`src/rtl/sprite_blitter.sv`:
```
// Sprite blitter: copies a w x h rectangle from the character RAM into the frame buffer,
// one pixel per clock, skipping key-coloured pixels and clipping to the visible screen.
module sprite_blitter #(
   parameter int                FB_W   = 240,
   parameter int                FB_H   = 160,
   parameter int                ADDR_W = 19,
   parameter int                DATA_W = 24,
   parameter logic [DATA_W-1:0] KEY    = 24'hFF00FF
) (
   input  logic              Clk,
   input  logic              Reset_n,
   input  logic              start,
   input  logic [ADDR_W-1:0] src_base,
   input  logic [ADDR_W-1:0] src_stride,
   input  logic [7:0]        spr_w,
   input  logic [7:0]        spr_h,
   input  logic [9:0]        dst_x,
   input  logic [9:0]        dst_y,
   output logic [ADDR_W-1:0] char_read_address,
   input  logic [DATA_W-1:0] char_data,
   output logic [ADDR_W-1:0] fb_write_address,
   output logic [DATA_W-1:0] fb_data,
   output logic              fb_we,
   output logic              busy,
   output logic              done
);

   localparam logic [ADDR_W-1:0] FB_W_A = ADDR_W'(FB_W);
   localparam logic [ADDR_W-1:0] ONE_A  = {{(ADDR_W-1){1'b0}}, 1'b1};
   localparam logic [9:0]        FB_W_10 = 10'(FB_W);
   localparam logic [9:0]        FB_H_10 = 10'(FB_H);

   typedef enum logic [1:0] {
      ST_IDLE  = 2'b00,
      ST_RUN   = 2'b01,
      ST_DRAIN = 2'b10,
      ST_DONE  = 2'b11
   } state_t;

   state_t state_r;
   state_t state_s;

   logic [7:0]        w_r;
   logic [7:0]        h_r;
   logic [ADDR_W-1:0] stride_r;
   logic [9:0]        dst_x_r;
   logic [9:0]        dst_y_r;
   logic [7:0]        col_r;
   logic [7:0]        row_r;
   logic [ADDR_W-1:0] row_base_r;
   logic [ADDR_W-1:0] src_ptr_r;
   logic [ADDR_W-1:0] dst_row_addr_r;

   logic              valid_r;
   logic [10:0]       sx_r;
   logic [10:0]       sy_r;
   logic [ADDR_W-1:0] fb_addr_r;

   logic              last_col_s;
   logic              last_row_s;
   logic              zero_size_s;
   logic [10:0]       cur_sx_s;
   logic [10:0]       cur_sy_s;
   logic [ADDR_W-1:0] cur_fb_addr_s;

   // dst_y * FB_W in modular ADDR_W arithmetic; a negative row start wraps and is
   // brought back on screen by the per-row FB_W increments.
   function automatic logic [ADDR_W-1:0] row_offset(input logic [9:0] y);
      logic [ADDR_W-1:0] y_ext;
      y_ext = {{(ADDR_W-10){y[9]}}, y};
      return y_ext * FB_W_A;
   endfunction

   function automatic logic in_screen(input logic [10:0] x, input logic [10:0] y);
      return !x[10] && (x[9:0] < FB_W_10) && !y[10] && (y[9:0] < FB_H_10);
   endfunction

   assign last_col_s    = (col_r == (w_r - 8'd1));
   assign last_row_s    = (row_r == (h_r - 8'd1));
   assign zero_size_s   = (spr_w == 8'd0) || (spr_h == 8'd0);
   assign cur_sx_s      = {dst_x_r[9], dst_x_r} + {3'b000, col_r};
   assign cur_sy_s      = {dst_y_r[9], dst_y_r} + {3'b000, row_r};
   assign cur_fb_addr_s = dst_row_addr_r + {{(ADDR_W-11){cur_sx_s[10]}}, cur_sx_s};

   // State register.
   always_ff @(posedge Clk or negedge Reset_n) begin
      if (!Reset_n) begin
         state_r <= ST_IDLE;
      end else begin
         state_r <= state_s;
      end
   end

   // Next-state logic.
   always_comb begin
      state_s = state_r;
      case (state_r)
         ST_IDLE: begin
            if (start) begin
               if (zero_size_s) begin
                  state_s = ST_DONE;
               end else begin
                  state_s = ST_RUN;
               end
            end else begin
               state_s = ST_IDLE;
            end
         end
         ST_RUN: begin
            if (last_col_s && last_row_s) begin
               state_s = ST_DRAIN;
            end else begin
               state_s = ST_RUN;
            end
         end
         ST_DRAIN: state_s = ST_DONE;
         ST_DONE:  state_s = ST_IDLE;
         default:  state_s = ST_IDLE;
      endcase
   end

   // Command latch and raster walk; read pointers only advance while reading.
   always_ff @(posedge Clk or negedge Reset_n) begin
      if (!Reset_n) begin
         w_r            <= 8'd0;
         h_r            <= 8'd0;
         stride_r       <= {ADDR_W{1'b0}};
         dst_x_r        <= 10'd0;
         dst_y_r        <= 10'd0;
         col_r          <= 8'd0;
         row_r          <= 8'd0;
         row_base_r     <= {ADDR_W{1'b0}};
         src_ptr_r      <= {ADDR_W{1'b0}};
         dst_row_addr_r <= {ADDR_W{1'b0}};
      end else begin
         case (state_r)
            ST_IDLE: begin
               if (start) begin
                  w_r            <= spr_w;
                  h_r            <= spr_h;
                  stride_r       <= src_stride;
                  dst_x_r        <= dst_x;
                  dst_y_r        <= dst_y;
                  col_r          <= 8'd0;
                  row_r          <= 8'd0;
                  dst_row_addr_r <= row_offset(dst_y);
                  if (!zero_size_s) begin
                     row_base_r <= src_base;
                     src_ptr_r  <= src_base;
                  end
               end
            end
            ST_RUN: begin
               if (last_col_s) begin
                  if (!last_row_s) begin
                     col_r          <= 8'd0;
                     row_r          <= row_r + 8'd1;
                     row_base_r     <= row_base_r + stride_r;
                     src_ptr_r      <= row_base_r + stride_r;
                     dst_row_addr_r <= dst_row_addr_r + FB_W_A;
                  end
               end else begin
                  col_r     <= col_r + 8'd1;
                  src_ptr_r <= src_ptr_r + ONE_A;
               end
            end
            default: begin
            end
         endcase
      end
   end

   // Stage register pairing each read with its screen position, used when data returns.
   always_ff @(posedge Clk or negedge Reset_n) begin
      if (!Reset_n) begin
         valid_r   <= 1'b0;
         sx_r      <= 11'd0;
         sy_r      <= 11'd0;
         fb_addr_r <= {ADDR_W{1'b0}};
      end else begin
         valid_r <= (state_r == ST_RUN);
         if (state_r == ST_RUN) begin
            sx_r <= cur_sx_s;
            sy_r <= cur_sy_s;
            if (in_screen(cur_sx_s, cur_sy_s)) begin
               fb_addr_r <= cur_fb_addr_s;
            end
         end
      end
   end

   assign char_read_address = src_ptr_r;
   assign fb_write_address  = fb_addr_r;
   assign fb_data           = valid_r ? char_data : {DATA_W{1'b0}};
   assign fb_we             = valid_r && in_screen(sx_r, sy_r) && (char_data != KEY);
   assign busy              = (state_r == ST_RUN) || (state_r == ST_DRAIN);
   assign done              = (state_r == ST_DONE);

endmodule
```
`config.mk`:
```
export PLATFORM = sky130hd
export DESIGN_NAME = sprite_blitter
export DESIGN_NICKNAME = d
export VERILOG_FILES = /design/src/rtl/sprite_blitter.sv
export SDC_FILE = /design/constraint.sdc
export NUM_CORES = 1
export LEC_CHECK = 0
export CORE_MARGIN = 5
export CORE_UTILIZATION = 45
export CTS_CLUSTER_DIAMETER = 50
export DETAILED_ROUTE_END_ITERATION = 16
export PLACE_DENSITY = 0.68
export REMOVE_ABC_BUFFERS = 1
export SLEW_MARGIN = 20
export SYNTH_ARGS = -nofsm -noshare
export SYNTH_HDL_FRONTEND = slang
export SYNTH_SLANG_ARGS = --single-unit
```
`constraint.sdc`:
```
create_clock -name Clk -period 5.1 [get_ports Clk]
set_input_delay 1.02 -clock Clk [delete_from_list [all_inputs] [get_ports Clk]]
set_output_delay 1.02 -clock Clk [all_outputs]
set_load 0.005 [all_outputs]
```
-- Yosys cells after proc, flatten, opt, wreduce, memory -nomap -nowiden
Cells that the tools add are included.
- word-level logic and storage cells: 89
- latch bits: 0
- register bits: 172
- output and inout bits: 65
- bits in read-only memories: 0
- bits in writable memories: 0
- memories kept: 0
- bits of input ports: 101
- divide/modulo/power cells: 0
- add/subtract/negate cells: 10
- multiply operators: 1
- bitwise gates (word level): 0
- reduce and logical (&&, ||, !) cells: 25
- magnitude comparators: 4
- equal/unequal tests: 11
- shift operators: 0
- mux-type cells: 23
- operator list (operator ; number):
    2-to-1 mux 19 bit ; 8
    case mux 19 bit (2 select lines) ; 3
    < comparator 10 x 8 -> 1 bit (second input constant) ; 4
    2-to-1 mux 8 bit ; 5
    adder 19 bit ; 2
    case mux 8 bit (2 select lines) ; 2
    2-to-1 mux 24 bit ; 1
    inequality test 24 bit (second input constant) ; 1
    adder 10 x 9 -> 11 bit ; 2
    adder 19 x 1 -> 19 bit (second input constant) ; 1
    adder 19 x 8 -> 19 bit (second input constant) ; 1
    multiplier 19 x 4 -> 15 bit (second input constant) ; 1
    adder 8 x 1 -> 8 bit (second input constant) ; 2
    == test 8 bit ; 2
    zero test 8 bit ; 2
    subtractor 8 x 1 -> 8 bit (second input constant) ; 2
    logical AND 1 bit ; 9
    inequality test 2 bit (second input constant) ; 4
    case mux 2 bit (4 select lines) ; 1
    AND reduction 4 bit ; 2
    2-to-1 mux 2 bit ; 3
    AND reduction 5 bit ; 1
    == test 2 bit (second input constant) ; 2
    zero test 1 bit ; 4
    other kinds (7) ; 9

-- Logic depth before layout (Yosys ltp)
Gate-level depths: netlist of the first run.
- depth after elaboration: 6
- mapped depth: 17
- mapped depth without buffers: 17

-- Worst setup path after synthesis of the first run
No wires, ideal clock.
- path kind: input port to flip-flop
- from: input dst_y[2]
- to: register dst_row_addr_r[17]
- stages: 13
- data arrival time: 4.017 ns
- setup time: 0.129 ns
- setup slack: 0.954 ns
- data required time: 4.971 ns
- buffers on the path: 0
- cells stage by stage: inv_1 > fa_1 > fa_1 > inv_1 > ha_1 > and3_1 > a221o_1 > o41ai_1 > o21a_1 > o21ai_0 > xor2_1 > a22oi_1 > nand3_1
- word-level cells in the longest chain between the ends: 3
- RTL lines (element ; line ; text):
    start: declaration ; 18 ; input logic [9:0] dst_y,
    multiplier 19 x 4 -> 15 bit ; 71 ; return y_ext * FB_W_A;
    2-to-1 mux 19 bit ; 138 ; if (start) begin
    case mux 19 bit (2 select lines) ; 136 ; case (state_r)
    end signal: assignment ; 134 ; dst_row_addr_r <= {ADDR_W{1'b0}};
    end signal: assignment ; 146 ; dst_row_addr_r <= row_offset(dst_y);
    end signal: assignment ; 160 ; dst_row_addr_r <= dst_row_addr_r + FB_W_A;
    end: declaration ; 52 ; logic [ADDR_W-1:0] dst_row_addr_r;
No other way between the ends. The select of a mux whose other input is x is not followed.
A chain may end at the register's enable or synchronous reset.

-- Worst setup path after layout of the first run
- from: input dst_y[3]
- to: register dst_row_addr_r[17]
Same word-level chain as after synthesis.

==> impl_metrics.ini, run 1 <==
[outcome]
status = completed

[synth]
synth_adder_area_share_pct = 12.1
synth_top_family_by_area = compound AO/OA/AOI/OAI gates
yosysSeqAreaShare_pct = 35.5
synth_ff_type = dfrtp_1
ys_async_sr_fraction_pct = 100
synth_compound_area_share_pct = 17.0
synthMuxAreaShare_pct = 8.09
syn-cell-area_um2 = 11200
synth_xor_area_share_pct = 7.15
synthSimpleGateAreaFrac_pct = 16.8
ys_ff_latch = 159
yosysWarningCount = 0
synth_cells = 1191
synth.distinct_cells = 74
synth_edf_count = 0
synth_area_per_cell_um2 = 9.41

[sta]
setup_tns_ns = 0
hold_viol = 0
max_freq_mhz = 220
period_minus_slack_ns = 4.54
slew_headroom_pct = 31.5
clock_skew_ns = 0.0162
setup_viol = 0
drv_slew = 0
worst_pin_slew_ns = 1.02
rsz0062_at_grt = no
period_share_pct = 89.0

[grt]
grt_max_degree = 82
grt_pass1_vias = 9287
grt.overflow.total = 0
antenna_found_initial = 2
track_usage_pct = 20.4
grt_pass1_wl_um = 47600

[cells_and_area]
final_cell_mix = clkdlybuf4s50_1 (164), dfrtp_1 (159), nand2_1 (100)
final_common_cell = clkdlybuf4s50_1
final_core_util_pct = 56.6
fin_cells = 1690
nNetsFinal = 1549
fill_cells = 2181
drive_above_1_share_pct = 10.9
area_delta_synth_final_pct = 23.4

[routing]
firstDrtPassIters = 5
ant_nets = 0
vias_per_cell = 5.57
wl_um = 29000
wl_per_cell_um = 17.1
drt_iter0_markers = 667
drc_errors = 0
via_count = 9421

[floorplanning]
die_w_um = 168
die_area_um2 = 28200
fp.dieH_um = 168
initial_core_util_pct = 45.8
core-area_um2 = 24500
ios = 166
placementRows = 57

[clock_network]
postCtsHoldBufs = 0
clock_sinks = 159
cts_resized = 0
cts_tree = done
post-cts-setup-buffer-count = 0
cts_buffer_depth = 2
path_clk_slew_ns = 0.07
h-tree-depth = 4
cts_root_buffer = clkbuf_16
worstSkewPairLatency_ns = 0.44
numCtsBuffers = 17

[worst_setup_path]
worstPathArrival_ns = 4.85
critPathKind = primary input to flip-flop
start_kind = primary input
end_kind = flip-flop
path_max_fanout = 4
cp_data_required_time_ns = 5.41

[placed_design]
place_inst = 1656
gp_congestion = 0.866
hpwl_um = 21300
io_buffers = 165

[pwr]
p_sw_uw = 3930
irDropWorstVdd_v = 0.000261
p_leak_uw = 0.00596
p_int_uw = 5110
power.density_nw_per_um2 = 653
report.power.total_uw = 9040
clkPwrFrac_pct = 14.8
seqPwrFrac_pct = 26.9
power.share.switching_pct = 43.4
comb_power_share_pct = 58.3

[worst_hold_path]
hp-class = flip-flop to flip-flop

[job]
cap_violations = 0
## registers in the layout, summed over array words and instances, names as in the netlist, 10 cells and up
name and cells:
stride_r 19, dst_y_r 10, char_read_address 19, fb_write_address 19, dst_row_addr_r 15, row_base_r 19
dst_x_r 10
## critical path, stage by stage
cell and delay [ns]:
clkdlybuf4s50_1 0.60, inv_1 0.14, fa_1 0.51, fa_1 0.52
inv_1 0.04, ha_1 0.33, and3_1 0.16, a221o_1 0.35
o41ai_1 0.26, buf_4 0.18, o21a_1 0.15, o21ai_0 0.11
xor2_1 0.15, a22oi_1 0.22, nand3_1 0.10
## cell families after synthesis
| family | count (synthesis) |
|---|---|
| XOR/XNOR | 90 |
| flip-flops | 159 |
| multiplexers | 81 |
| other | 1 |
| buffers and inverters | 88 |
| AO/OA/AOI/OAI | 296 |
| adder cells (fa/ha/maj) | 97 |
| AND/OR/NAND/NOR | 379 |
## through the flow
step                hold slack (ns)  setup WS (ns)  instance area, um2
finish                        0.497          0.562               13800
global route                  0.520          0.320               13800
CTS                           0.505          0.551               13800
detailed placement            0.491          0.147               13200
global placement              0.485          0.264               13200
floorplan                     0.456          0.237               11000
## power by group through the flow
stage	clock [uW]	sequential [uW]	combinational [uW]
floorplan	0	2280	3760
global placement	0	2430	5110
detailed placement	0	2450	5210
CTS	1360	2430	5250
global route	1420	2520	5870
finish	1340	2430	5270
## layer usage
layer	GRT usage (%)	wire (um)	vias to the layer above
met5	0	0	-
li1	-	-	4590
met3	3.89	1440	24
met1	28.5	13900	4582
met2	32.7	13300	225
met4	5.43	367	0
## cell type report
cell class	instances	area [um2]	share of cell area (%)
Timing Repair Buffer	183	1800	13.0
Tap cell	324	405	2.93
Sequential cell	159	3980	28.8
Antenna cell	2	5.00	0.0362
Clock inverter	15	183	1.32
Clock buffer	17	425	3.07
Multi-Input combinational cell	944	6870	49.6
Inverter	46	173	1.25
## synth_stat cells (9+ instances only)
master    count  area [um2]
o21a_1       10        75.1
mux2_2       77         867
o21ai_0      62         310
fa_1         19         380
nand2_1     101         379
a211oi_1      9        67.6
nor2b_1      19         119
ha_1         78         976
a21o_1       20         150
a31oi_1      18         113
nor4_1       10        62.6
xnor2_1      36         315
nor2_1       91         342
clkbuf_1     27         101
and2_1       27         169
xor2_1       53         464
nand4_1      14        87.6
nand3_1      30         150
nand2b_1     12        75.1
a21oi_1      93         465
nor3_1       25         125
inv_1        46         173
buf_2        11        55.1
o211ai_1     15         113
dfrtp_1     159        3980
and3_1       12        75.1
## final timing paths
kind                                        end       start  slack, ns  cells after the start
min in group asynchronous  fb_write_address[17]     Reset_n       0.62                      1
hold reg to reg                      dst_y_r[2]  dst_y_r[2]       0.50                      2
max in group asynchronous         row_base_r[2]     Reset_n       3.56                      2
setup reg to reg           fb_write_address[17]    col_r[3]       0.76                     15
hold / removal                       dst_y_r[2]  dst_y_r[2]       0.50                      2
setup / recovery             dst_row_addr_r[17]    dst_y[3]       0.56                     15
Power figures use the tool's default switching activity.
==> run 2, diff against run 1 <==
CTS_CLUSTER_DIAMETER = unset   (was 50)
==> results of run 2 <==
No change in the layout: final DEF, timing and power equal those of run 1.
